`src/rtl/pipeline_hazard_ctrl.sv`:
```
// Pipeline hazard sequencer: per-stage enable/flush for load-use, mispredict and MDU stalls, plus perf counters.
// Latency: stage controls are combinational (same cycle); state, timeout, error flag and counters update at the next edge.
// Backpressure: holds PC/IF/ID/ID/EX while an MDU op is busy, releasing on done or on a bounded timeout.
module pipeline_hazard_ctrl #(
  parameter int CNT_W       = 32,
  parameter int MDU_TIMEOUT = 64
) (
  input  logic             clk,
  input  logic             rst,
  input  logic [4:0]       id_rs1,
  input  logic [4:0]       id_rs2,
  input  logic             id_uses_rs1,
  input  logic             id_uses_rs2,
  input  logic             ex_wb_load,
  input  logic [4:0]       ex_wb_rd,
  input  logic             ex_mispredict,
  input  logic             ex_mdu_start,
  input  logic             mdu_done,
  output logic             pc_en,
  output logic             if_id_en,
  output logic             if_id_flush,
  output logic             id_ex_en,
  output logic             id_ex_flush,
  output logic             ex_mem_flush,
  output logic             mdu_busy,
  output logic             mdu_timeout_err,
  output logic [CNT_W-1:0] stall_cycles,
  output logic [CNT_W-1:0] flush_count,
  output logic [CNT_W-1:0] load_use_count
);

  localparam int TW = $clog2(MDU_TIMEOUT);

  typedef enum logic {RUN = 1'b0, MDU_BUSY = 1'b1} state_t;

  state_t        state, state_nxt;
  logic [TW-1:0] tmo_cnt;
  logic          lu_hazard, mdu_stall, tmo_hit;
  logic          inc_flush, inc_lu, err_set;

  function automatic logic [CNT_W-1:0] sat_inc(input logic [CNT_W-1:0] v);
    return (&v) ? v : v + CNT_W'(1);
  endfunction

  // Hazard detection: a load into x0 never creates a dependency.
  always_comb begin
    lu_hazard = ex_wb_load && (ex_wb_rd != 5'd0) &&
                ((id_uses_rs1 && (id_rs1 == ex_wb_rd)) ||
                 (id_uses_rs2 && (id_rs2 == ex_wb_rd)));
    mdu_stall = ex_mdu_start && !mdu_done;
    tmo_hit   = (tmo_cnt == TW'(MDU_TIMEOUT - 1));
  end

  assign mdu_busy = (state == MDU_BUSY);

  // Next-state and stage controls; reset forces the free-running RUN defaults.
  always_comb begin
    state_nxt    = state;
    pc_en        = 1'b1;
    if_id_en     = 1'b1;
    if_id_flush  = 1'b0;
    id_ex_en     = 1'b1;
    id_ex_flush  = 1'b0;
    ex_mem_flush = 1'b0;
    inc_flush    = 1'b0;
    inc_lu       = 1'b0;
    err_set      = 1'b0;
    if (rst) begin
      case (state)
        RUN: begin
          if (ex_mispredict) begin
            // Redirect PC is loaded; the squashed ID instruction drops any load-use hazard.
            if_id_flush = 1'b1;
            id_ex_flush = 1'b1;
            inc_flush   = 1'b1;
          end else if (mdu_stall) begin
            pc_en        = 1'b0;
            if_id_en     = 1'b0;
            id_ex_en     = 1'b0;
            ex_mem_flush = 1'b1;
            state_nxt    = MDU_BUSY;
          end else if (lu_hazard) begin
            // One bubble; the hazard disappears once the load moves past EX.
            pc_en       = 1'b0;
            if_id_en    = 1'b0;
            id_ex_flush = 1'b1;
            inc_lu      = 1'b1;
          end
        end
        MDU_BUSY: begin
          if (mdu_done || tmo_hit) begin
            state_nxt = RUN;
            err_set   = !mdu_done;
          end else begin
            pc_en        = 1'b0;
            if_id_en     = 1'b0;
            id_ex_en     = 1'b0;
            ex_mem_flush = 1'b1;
          end
        end
        default: state_nxt = RUN;
      endcase
    end
  end

  // State, timeout counter, sticky error flag and saturating perf counters.
  always_ff @(posedge clk) begin
    if (!rst) begin
      state           <= RUN;
      tmo_cnt         <= '0;
      mdu_timeout_err <= 1'b0;
      stall_cycles    <= '0;
      flush_count     <= '0;
      load_use_count  <= '0;
    end else begin
      state           <= state_nxt;
      tmo_cnt         <= (state == RUN) ? '0 : tmo_cnt + TW'(1);
      mdu_timeout_err <= mdu_timeout_err | err_set;
      if (!pc_en)    stall_cycles   <= sat_inc(stall_cycles);
      if (inc_flush) flush_count    <= sat_inc(flush_count);
      if (inc_lu)    load_use_count <= sat_inc(load_use_count);
    end
  end

endmodule

```
`config.mk`:
```
export PLATFORM = sky130hd
export DESIGN_NAME = pipeline_hazard_ctrl
export DESIGN_NICKNAME = d
export VERILOG_FILES = /design/src/rtl/pipeline_hazard_ctrl.sv
export SDC_FILE = /design/constraint.sdc
export NUM_CORES = 1
export LEC_CHECK = 0
export ABC_AREA = 1
export CAP_MARGIN = 20
export CORE_UTILIZATION = 57
export DETAILED_ROUTE_END_ITERATION = 8
export PLACE_DENSITY_LB_ADDON = 0.12
export SYNTH_ARGS = -nofsm -noshare
export SYNTH_HDL_FRONTEND = slang
export SYNTH_SLANG_ARGS = --single-unit
```
`constraint.sdc`:
```
create_clock -name clk -period 3.9 [get_ports clk]
set_input_delay 0.585 -clock clk [delete_from_list [all_inputs] [get_ports clk]]
set_output_delay 0.585 -clock clk [all_outputs]
set_load 0.02 [all_outputs]
```
==> impl_summary.log, run 1 <==
INFO  metric outcome = finished clean
INFO  metric totalNegativeSetupSlack = 0 ps
INFO  metric dominantRegCellSynth = dfxtp_1
INFO  metric timing.hold.worst.class = reg2reg
INFO  metric number_of_h_tree_branching_levels = 3
INFO  metric post-cts-setup-buffers = 0
INFO  metric insertion_delay_to_the_later_sink_of_the_worst_skew_pair = 350 ps
INFO  metric worst_setup_path_start_kind = input pin
INFO  metric pin_count = between 100 and 150
INFO  metric viasPerCell = ~5.3
INFO  metric finalClockSkew = 7.80 ps
INFO  metric synthesized_area_fraction_occupied_by_xor_and_xnor_cells = 0.0772
INFO  metric number_of_warnings_printed_during_yosys_synthesis = 0
INFO  metric ff_latch_area = 2080 sq um
INFO  metric finish.net_count = approximately 1200
INFO  metric max-cap-violations = 0
INFO  metric period_needed = approximately 3100 ps
INFO  metric synthToLayoutAreaGrowth = 23.9%
INFO  metric dr_total_vias = a little under 7000
INFO  metric yosys.area.top_type_share = 0.322
INFO  metric timing.critical_path.arrival = 2540 ps
INFO  metric synth_top_family_by_area = simple AND/OR/NAND/NOR gates
INFO  metric cts_hold_repair.buffers = 0
INFO  metric final_area = around 8000 sq um
INFO  metric synth_cell_types = 33
INFO  metric synth_top_cells_by_area = dfxtp_1 (32%), nand2_1 (19%), nor2_1 (9.2%)
INFO  metric firstDrtPassIters = 6
INFO  metric initial_utilization = 0.592
INFO  metric number_of_max_slew_violations_in_the_final_report = 0
INFO  metric slew_worst_pin = ~740 ps
INFO  metric std_cell_rows = 38
INFO  metric synth_area_leader_cell = dfxtp_1
INFO  metric grt_max_degree = just under 70
INFO  metric grt_antenna_before_repair = 0
INFO  metric final_layout_size_suffix_gt1_frac = 0.0354
INFO  metric nFillCells = 990
INFO  metric critical_path.startpoint = rst
INFO  metric synth-compound-area-share = 0.100
INFO  metric drt.antenna.violating_nets = 0
INFO  metric die-height = 109 um
INFO  metric synthMuxAreaShare = 0
INFO  metric syn-num-nets = about 1100
INFO  metric multiInputGateArea = 3800 sq um
INFO  metric timing.hold.ws = 448 ps
INFO  metric final_util = 0.733
INFO  metric synth_adder_area_share = 0.00774
INFO  metric antennaDiodeCount = 0
INFO  metric rsz_0062_raised_after_global_routing = false
INFO  metric area_of_the_die = roughly 12000 sq um
INFO  metric numClockSinks = ~100
INFO  metric mostFrequentLayoutCells = nand2_1 (327), nor2_1 (159), clkdlybuf4s50_1 (126), dfxtp_1 (104), inv_1 (95)
INFO  metric cts.clk_slew.worst_paths = 70 ps
INFO  metric syn_inst = between 1000 and 1500
INFO  metric cts_tree = done
INFO  metric buffer_depth_of_the_longest_clock_path = 2
INFO  metric setup_crit_end_kind = output port
INFO  metric setup_viol_count_final = 0
INFO  metric tritoncts.num_buffers = 9
INFO  metric synthSimpleGateAreaFrac = 0.403
INFO  metric crit_fanout = 17
INFO  metric port_buffers = ~130
INFO  metric worst_r2r_path_depth = 10
INFO  metric drt_iter0_markers = approximately 540
INFO  metric max-vdd-ir-drop = 0.250 mV
INFO  metric grt_use_total = 0.287
INFO  metric dp.final_hpwl = roughly 12 mm
INFO  metric fp.dieW = 109 um
INFO  metric rrSetupSlack = approximately 1400 ps
INFO  metric max_freq = between 300 and 400 MHz
INFO  metric drcViolationCount = 0
INFO  metric netlist_area = 6470 sq um
INFO  metric p_leak = approximately 3 nW
INFO  metric timing.final.hold_violations = 0
INFO  metric routed_wire_length_per_instance = 12.7 um
INFO  metric power_per_cell_area = around 260 nW/um^2
INFO  metric reg2reg_to = load_use_count[14]$_SDFFE_PN0P_
INFO  metric first_global_vias = about 6000
INFO  metric syn_area_per_cell = 6.19 sq um
INFO  metric layout_commonest_cell = nand2_1
INFO  metric cts-root-buf = clkbuf_16
INFO  metric placeable_area = ~11000 sq um
INFO  metric relSlewSlack = 0.508
INFO  metric setup.worst_path.end = id_ex_flush
INFO  metric grt_first_pass_wirelength = between 20 and 30 mm
INFO  metric routabilityCongestion = roughly 0.92
INFO  metric synth-seq-cells = around 100
INFO  metric worstReg2RegStart = load_use_count[1]$_SDFFE_PN0P_
INFO  metric placed_cell_area = just under 8000 sq um
INFO  metric async_set_or_reset_flop_fraction_in_the_synthesized_netlist = 0
INFO  metric worst_ep_required_time = around 3300 ps
INFO  metric globalRouteOverflowTotal = 0
INFO  metric timing_worst_setup_path_type = in2out
INFO  metric seq_area_frac_synth = 0.322
INFO  metric wl = 16.6 mm
INFO  metric cts_resized = 0
INFO  metric timing.final.crit_share = 0.801
INFO  metric synth-edff-count = 0
area by class of cell:
| class | count | area share |
|---|---|---|
| Multi-Input combinational cell | 808 | 0.474 |
| Sequential cell | 104 | 0.260 |
| Timing Repair Buffer | 132 | 0.163 |
| Inverter | 99 | 0.0463 |
| Clock buffer | 10 | 0.0286 |
| Tap cell | 140 | 0.0218 |
| Clock inverter | 6 | 0.00655 |
worst min path at each step:
stage	endpoint	startpoint	slack, ps	cells after the start
after floorplan	tmo_cnt[0]$_SDFF_PN0_	tmo_cnt[0]$_SDFF_PN0_	420	1
after global placement	tmo_cnt[0]$_SDFF_PN0_	tmo_cnt[0]$_SDFF_PN0_	430	1
after detailed placement	tmo_cnt[0]$_SDFF_PN0_	tmo_cnt[0]$_SDFF_PN0_	440	1
after CTS	tmo_cnt[0]$_SDFF_PN0_	tmo_cnt[0]$_SDFF_PN0_	450	1
after global routing	tmo_cnt[0]$_SDFF_PN0_	tmo_cnt[0]$_SDFF_PN0_	480	1
final	tmo_cnt[0]$_SDFF_PN0_	tmo_cnt[0]$_SDFF_PN0_	450	1
per-stage QoR:
stage	setup WS, ps	power, mW	cells
finish	777	2.10	1299
global route	636	2.17	1299
CTS	783	2.11	1299
detailed placement	788	1.25	1283
global placement	828	1.25	1283
floorplan	1480	1.19	1045
worst max-delay path, stage by stage:
cell             delay (ps)
clkdlybuf4s50_1         480
buf_4                   240
nand2_1                 170
a21oi_1                 180
nand3_2                 100
o21ai_0                  90
clkdlybuf4s50_1         680
flip-flops by register name, summed over array words and instances, names as in the netlist:
| register | count |
|---|---|
| mdu_timeout_err | 1 |
| load_use_count | 32 |
| flush_count | 32 |
| mdu_busy | 1 |
| stall_cycles | 32 |
| tmo_cnt | 6 |
cells by family after synthesis:
kind of cell,count (synthesis)
xor gates and xnor gates,57
buffers and inverters,133
DFF,104
adders and majority gates,4
and+or+nand+nor,619
AOI/OAI and AO/OA,128
synth_stat cells (all sizes together) (4+ instances only):
| master | number |
|---|---|
| buf | 20 |
| nand3b | 5 |
| dfxtp | 104 |
| xor2 | 42 |
| a21oi | 88 |
| ha | 4 |
| nand3 | 62 |
| nand2 | 331 |
| nand4 | 15 |
| xnor2 | 15 |
| o21ai | 37 |
| nor2 | 164 |
| nor3 | 40 |
| inv | 99 |
| clkbuf | 14 |
metal layers:
layer | GRT usage | vias to the layer above | routed length (um)
met5 | 0 | - | 0
met4 | 0.0936 | 0 | 327
met3 | 0.0518 | 31 | 959
met2 | 0.487 | 220 | 8020
met1 | 0.365 | 3147 | 7250
li1 | - | 3533 | -
power breakdown:
group | internal, mW | switching, mW | total [mW]
Sequential | 1.07 | 0.00552 | 1.07
Clock | 0.443 | 0.428 | 0.871
Combinational | 0.0573 | 0.0994 | 0.157
Total | 1.57 | 0.533 | 2.10
Power figures use the tool's default switching activity.
==> run 2: changes to the inputs <==
Settings changed: CORE_UTILIZATION 57 to 53.
Clock period 3.9 ns to 3.1 ns, I/O delays scaled along.
==> run 2 against run 1 <==
Net effect: combinational power grew 25%; first-iteration DRC count down 15%; flip-flop and latch count stayed put; non-clock buffer count did not move; die area is 7.4% higher; wire length increased by 2.4%; clock-buffer cell count rose by 3; cell count is 0.23% higher; total power rose by 31%; via count decreased by 1.2%; sequential share of layout area is 0.12 points lower; critical endpoint unchanged; largest power group unchanged.
==> impl_summary.log, run 2 (synthesis gave the netlist of run 1 again) <==
INFO  metric outcome = finished clean
INFO  metric viasPerCell = between 5 and 6
INFO  metric crit_fanout = 3
INFO  metric globalRouteOverflowTotal = 0
INFO  metric route.top_layer_used = met4
INFO  metric timing_worst_setup_path_type = in2out
INFO  metric first_global_vias = between 6000 and 7000
INFO  metric pin_count = 127
INFO  metric routed_wire_length_per_instance = 13.0 um
INFO  metric period_needed = about 2700 ps
INFO  metric cts_hold_repair.buffers = 0
INFO  metric tritoncts.num_buffers = 9
INFO  metric cts.clk_slew.worst_paths = ~60 ps
INFO  metric grt_antenna_before_repair = 0
INFO  metric numClockSinks = 104
INFO  metric timing.final.hold_violations = 0
INFO  metric routabilityCongestion = roughly 0.94
INFO  metric finalClockSkew = approximately 7.8 ps
INFO  metric finish.net_count = approximately 1200
INFO  metric fp.dieW = 112 um
INFO  metric nFillCells = approximately 1100
INFO  metric totalNegativeSetupSlack = 0 ps
INFO  metric relSlewSlack = 0.508
INFO  metric synthToLayoutAreaGrowth = 24.5%
INFO  metric cts_resized = 0
INFO  metric detailroute.wirelength.met2 = about 8.1 mm
INFO  metric port_buffers = around 130
INFO  metric design_power_total = approximately 2.8 mW
INFO  metric p_leak = 3.03 nW
INFO  metric post-cts-setup-buffers = 0
INFO  metric number_of_h_tree_branching_levels = 3
INFO  metric max-vdd-ir-drop = 0.276 mV
INFO  metric timing.final.crit_share = 0.872
INFO  metric placed_cell_area = 7740 sq um
INFO  metric worst_ep_required_time = between 2000 and 3000 ps
INFO  metric wl = ~17 mm
INFO  metric buffer_depth_of_the_longest_clock_path = 2
INFO  metric insertion_delay_to_the_later_sink_of_the_worst_skew_pair = between 300 and 400 ps
INFO  metric setup_crit_end_kind = output port
INFO  metric met3RoutedLength = between 700 and 800 um
INFO  metric detailedPlace.worstSlack = 407 ps
INFO  metric placeable_area = between 10000 and 15000 sq um
INFO  metric rsz_0062_raised_after_global_routing = false
INFO  metric slew_worst_pin = between 700 and 800 ps
INFO  metric top_regs = flush_count: 32 flops, load_use_count: 32 flops, stall_cycles: 32 flops
INFO  metric area_of_the_die = 12700 sq um
INFO  metric final_critical_path_setup_slack = ~400 ps
INFO  metric worst_setup_path_start_kind = input pin
INFO  metric grt_use_total = 0.275
INFO  metric cts-root-buf = clkbuf_16
INFO  metric route.layer.met1.wl = ~7.9 mm
INFO  metric initial_utilization = 0.555
INFO  metric std_cell_rows = 39
INFO  metric drt_iter0_markers = ~460
INFO  metric cts_tree = done
INFO  metric layout_commonest_cell = nand2_1
INFO  metric number_of_max_slew_violations_in_the_final_report = 0
INFO  metric max_freq = roughly 370 MHz
INFO  metric antennaDiodeCount = 0
INFO  metric drcViolationCount = 0
INFO  metric max-cap-violations = 0
INFO  metric timing.critical_path.arrival = approximately 2200 ps
INFO  metric final_layout_size_suffix_gt1_frac = 0.0354
INFO  metric firstDrtPassIters = 4
INFO  metric grt_max_degree = 68
INFO  metric drt.antenna.violating_nets = 0
INFO  metric mostFrequentLayoutCells = nand2_1 (327), nor2_1 (159), clkdlybuf4s50_1 (126), dfxtp_1 (104), inv_1 (95)
INFO  metric final_area = 8060 sq um
INFO  metric dr_total_vias = around 6800
INFO  metric grt_first_pass_wirelength = around 28 mm
INFO  metric die-height = 112 um
INFO  metric timing.hold.worst.class = reg2reg
INFO  metric power_per_cell_area = 341 nW/um^2
INFO  metric dp.final_hpwl = between 10 and 15 mm
INFO  metric setup_viol_count_final = 0
INFO  metric timing.hold.ws = between 400 and 500 ps
## run 2: cell types whose count changed in the layout (fill, tap and decap cells not counted), sizes merged
| cell | delta |
|---|---|
| bufinv | +1 |
| clkinvlp | -1 |
| clkinv | -2 |
| inv | -1 |
| clkbuf | +3 |
## run 2: cell type report
type                       instances  area (sq um)  share of cell area
tap                              143           179              0.0222
clock inverter                     3          46.3             0.00575
sequential                       104          2080               0.258
timing repair buffer             132          1310               0.162
clock buffer                      13           270              0.0335
inverter                          99           372              0.0461
multi-input combinational        808          3800               0.472
## run 2: path summary, 6_finish.rpt
kind | startpoint | endpoint | slack, ps | cells past startpoint
max reg2reg | load_use_count[1]$_SDFFE_PN0P_ | load_use_count[1]$_SDFFE_PN0P_ | 670 | 10
min | tmo_cnt[0]$_SDFF_PN0_ | tmo_cnt[0]$_SDFF_PN0_ | 450 | 1
min reg2reg | tmo_cnt[0]$_SDFF_PN0_ | tmo_cnt[0]$_SDFF_PN0_ | 450 | 1
max | ex_wb_rd[0] | id_ex_flush | 400 | 10
## run 2: stage by stage
stage,utilization,instances
6_report,0.691,1302
5_1_grt,0.691,1302
4_1_cts,0.691,1302
3_5_place_dp,0.664,1286
3_3_place_gp,0.664,1286
2_1_floorplan,-,1045
## run 2: per-layer routing
layer / GRT usage / up-vias
li1: - / 3536
met1: 0.353 / 3115
met2: 0.472 / 176
met3: 0.0454 / 21
met4: 0.0880 / 0
met5: 0 / -
## run 2: critical path, cell delays in order
cell,delay [ps]
clkdlybuf4s50_1,520
inv_2,60
nand2_1,60
nand2_1,50
nor2_1,90
nand3_1,80
nand2_1,110
nand3_2,90
o21ai_0,90
clkdlybuf4s50_1,630
## run 2: report_power, final
part           internal [mW]  total (mW)  switching, mW
combinational         0.0718       0.196          0.125
sequential              1.34        1.35        0.00655
clock                  0.696        1.21          0.511
total                   2.11        2.75          0.642
==> run 3: changes to the inputs <==
Settings changed: RECOVER_POWER from default to 50.
==> run 3 against run 2 <==
Net effect: sequential share of layout area barely moved; clock power barely moved; first-iteration DRC count fell by 11%; combinational power barely moved; clock skew rose by 0.73 ps; via count fell by 0.32%; non-clock buffer count did not move; maximum frequency fell by 3.6%; sequential power barely moved; die area did not move; largest cell class unchanged.
==> impl_summary.log, run 3 (synthesis gave the netlist of run 1 again) <==
INFO  metric outcome = finished clean
INFO  metric mostFrequentLayoutCells = nand2_1 (327), nor2_1 (159), dfxtp_1 (104), dlygate4sd3_1 (97), inv_1 (95)
INFO  metric drt_iter0_markers = between 400 and 500
INFO  metric design_power_total = 2.75 mW
INFO  metric std_cell_rows = 39
INFO  metric viasPerCell = around 5.2
INFO  metric port_buffers = roughly 130
INFO  metric totalNegativeSetupSlack = 0 ps
INFO  metric max_freq = approximately 360 MHz
INFO  metric buffers_and_inverters_on_the_worst_path = 4
INFO  metric multiInputGateArea = roughly 3800 sq um
INFO  metric finalClockSkew = about 8.6 ps
INFO  metric drcViolationCount = 0
INFO  metric ff_latch_area = between 2000 and 2500 sq um
INFO  metric worstPathCellList = dlygate4sd3_1 -> inv_2 -> nor2_1 -> o21ai_0 -> a21oi_1 -> nand3_1 -> nand2_2 -> inv_1 -> clkdlybuf4s50_1
INFO  metric fp.dieW = ~110 um
INFO  metric cts-root-buf = clkbuf_16
INFO  metric globalRouteOverflowTotal = 0
INFO  metric pin_count = between 100 and 150
INFO  metric timing_worst_setup_path_type = in2out
INFO  metric placeable_area = about 12000 sq um
INFO  metric crit_slowest_cell = dlygate4sd3_1
INFO  metric die-height = roughly 110 um
INFO  metric post-cts-setup-buffers = 0
INFO  metric cts_hold_repair.buffers = 0
INFO  metric place_inst = roughly 1300
INFO  metric cts.clk_slew.worst_paths = roughly 70 ps
INFO  metric timing.critical_path.arrival = between 2000 and 2500 ps
INFO  metric finish.net_count = 1181
INFO  metric layoutNonFillerInstCount = 1302
INFO  metric cts_resized = 0
INFO  metric setup_viol_count_final = 0
INFO  metric period_needed = 2800 ps
INFO  metric grt_antenna_before_repair = 0
INFO  metric firstDrtPassIters = 5
INFO  metric slew_worst_pin = between 1000 and 1500 ps
INFO  metric rsz_0062_raised_after_global_routing = false
INFO  metric worst_ep_required_time = between 2000 and 3000 ps
INFO  metric p_leak = ~3.4 nW
INFO  metric routabilityCongestion = between 0.9 and 1
INFO  metric tritoncts.num_buffers = 9
INFO  metric first_global_vias = 6128
INFO  metric critical-path-max-stage-delay = ~620 ps
INFO  metric synthToLayoutAreaGrowth = 24.5%
INFO  metric routed_wire_length_per_instance = between 10 and 15 um
INFO  metric numClockSinks = 104
INFO  metric max-vdd-ir-drop = ~0.28 mV
INFO  metric wl = between 15 and 20 mm
INFO  metric number_of_max_slew_violations_in_the_final_report = 0
INFO  metric grt_use_total = 0.275
INFO  metric relSlewSlack = 0.323
INFO  metric max-cap-violations = 0
INFO  metric crit_family = buffers and inverters
INFO  metric final_util = 0.691
INFO  metric drt.antenna.violating_nets = 0
INFO  metric cts_tree = done
INFO  metric layout_commonest_cell = nand2_1
INFO  metric number_of_h_tree_branching_levels = 3
INFO  metric final_layout_size_suffix_gt1_frac = 0.0345
INFO  metric hold_depth = 1
INFO  metric dp.final_hpwl = ~12 mm
INFO  metric placed_cell_area = 7740 sq um
INFO  metric timing.final.hold_violations = 0
INFO  metric insertion_delay_to_the_later_sink_of_the_worst_skew_pair = 350 ps
INFO  metric worstReg2RegStart = load_use_count[1]$_SDFFE_PN0P_
INFO  metric dr_total_vias = 6826
INFO  metric setup_crit_end_kind = output port
INFO  metric rrSetupSlack = about 660 ps
INFO  metric power_per_cell_area = roughly 340 nW/um^2
INFO  metric worst_r2r_path_depth = 10
INFO  metric grt_first_pass_wirelength = between 20 and 30 mm
INFO  metric timing.final.crit_share = 0.904
INFO  metric timing.hold.worst.class = reg2reg
INFO  metric initial_utilization = 0.555
INFO  metric timing.hold.worst.start = tmo_cnt[0]$_SDFF_PN0_
INFO  metric antennaDiodeCount = 0
INFO  metric nFillCells = 1084
INFO  metric crit_fanout = 4
INFO  metric grt_max_degree = 68
INFO  metric top_regs = flush_count: 32 flops, load_use_count: 32 flops, stall_cycles: 32 flops
INFO  metric buffer_depth_of_the_longest_clock_path = 2
INFO  metric final_area = between 8000 and 9000 sq um
INFO  metric reg2reg_to = load_use_count[1]$_SDFFE_PN0P_
INFO  metric worst_setup_path_start_kind = input pin
INFO  metric endpoint_worst_hold = tmo_cnt[0]$_SDFF_PN0_
INFO  metric area_of_the_die = around 13000 sq um
[run 3: area by class of cell]
type	count	share of cell area
sequential	104	0.259
multi-input combinational	808	0.472
tap	143	0.0222
timing repair buffer	132	0.162
clock buffer	13	0.0336
inverter	99	0.0461
clock inverter	3	0.00575
[run 3: how the worst max path moves through the flow]
stage                     startpoint     endpoint  slack (ps)  depth (start not counted)
6_report                         rst        pc_en         300                          9
3_5_place_dp             ex_wb_rd[0]  id_ex_flush         410                         10
5_1_grt        tmo_cnt[0]$_SDFF_PN0_        pc_en         120                          8
3_3_place_gp             ex_wb_rd[1]        pc_en         430                          9
2_1_floorplan                    rst        pc_en         920                         10
4_1_cts        tmo_cnt[0]$_SDFF_PN0_        pc_en         380                          8
[run 3: power breakdown]
group          internal (mW)  switching (mW)
Clock                  0.696           0.508
Sequential              1.34         0.00637
Combinational         0.0693           0.125
[run 3: worst register-to-register path, cell delays in order, from the launching register on]
cell,delay (ps)
dfxtp_1,410
ha_1,290
nand3_2,110
nor2_2,190
nand4_1,140
nor2_1,110
nand2_1,130
nand2_2,480
nor2_8,210
o21ai_0,210
nor2_1,50
[run 3: metrics by stage]
stage          setup WS [ps]  hold slack, ps
6_report                 297             450
5_1_grt                  121             476
4_1_cts                  379             456
3_5_place_dp             407             441
3_3_place_gp             431             433
2_1_floorplan            924             418
[run 3: per-layer routing]
metal	up-vias	track usage	wire length [um]
li1	3537	-	-
met1	3096	0.353	7870
met2	174	0.472	8070
met3	19	0.0454	716
met4	0	0.0880	257
met5	-	0	0
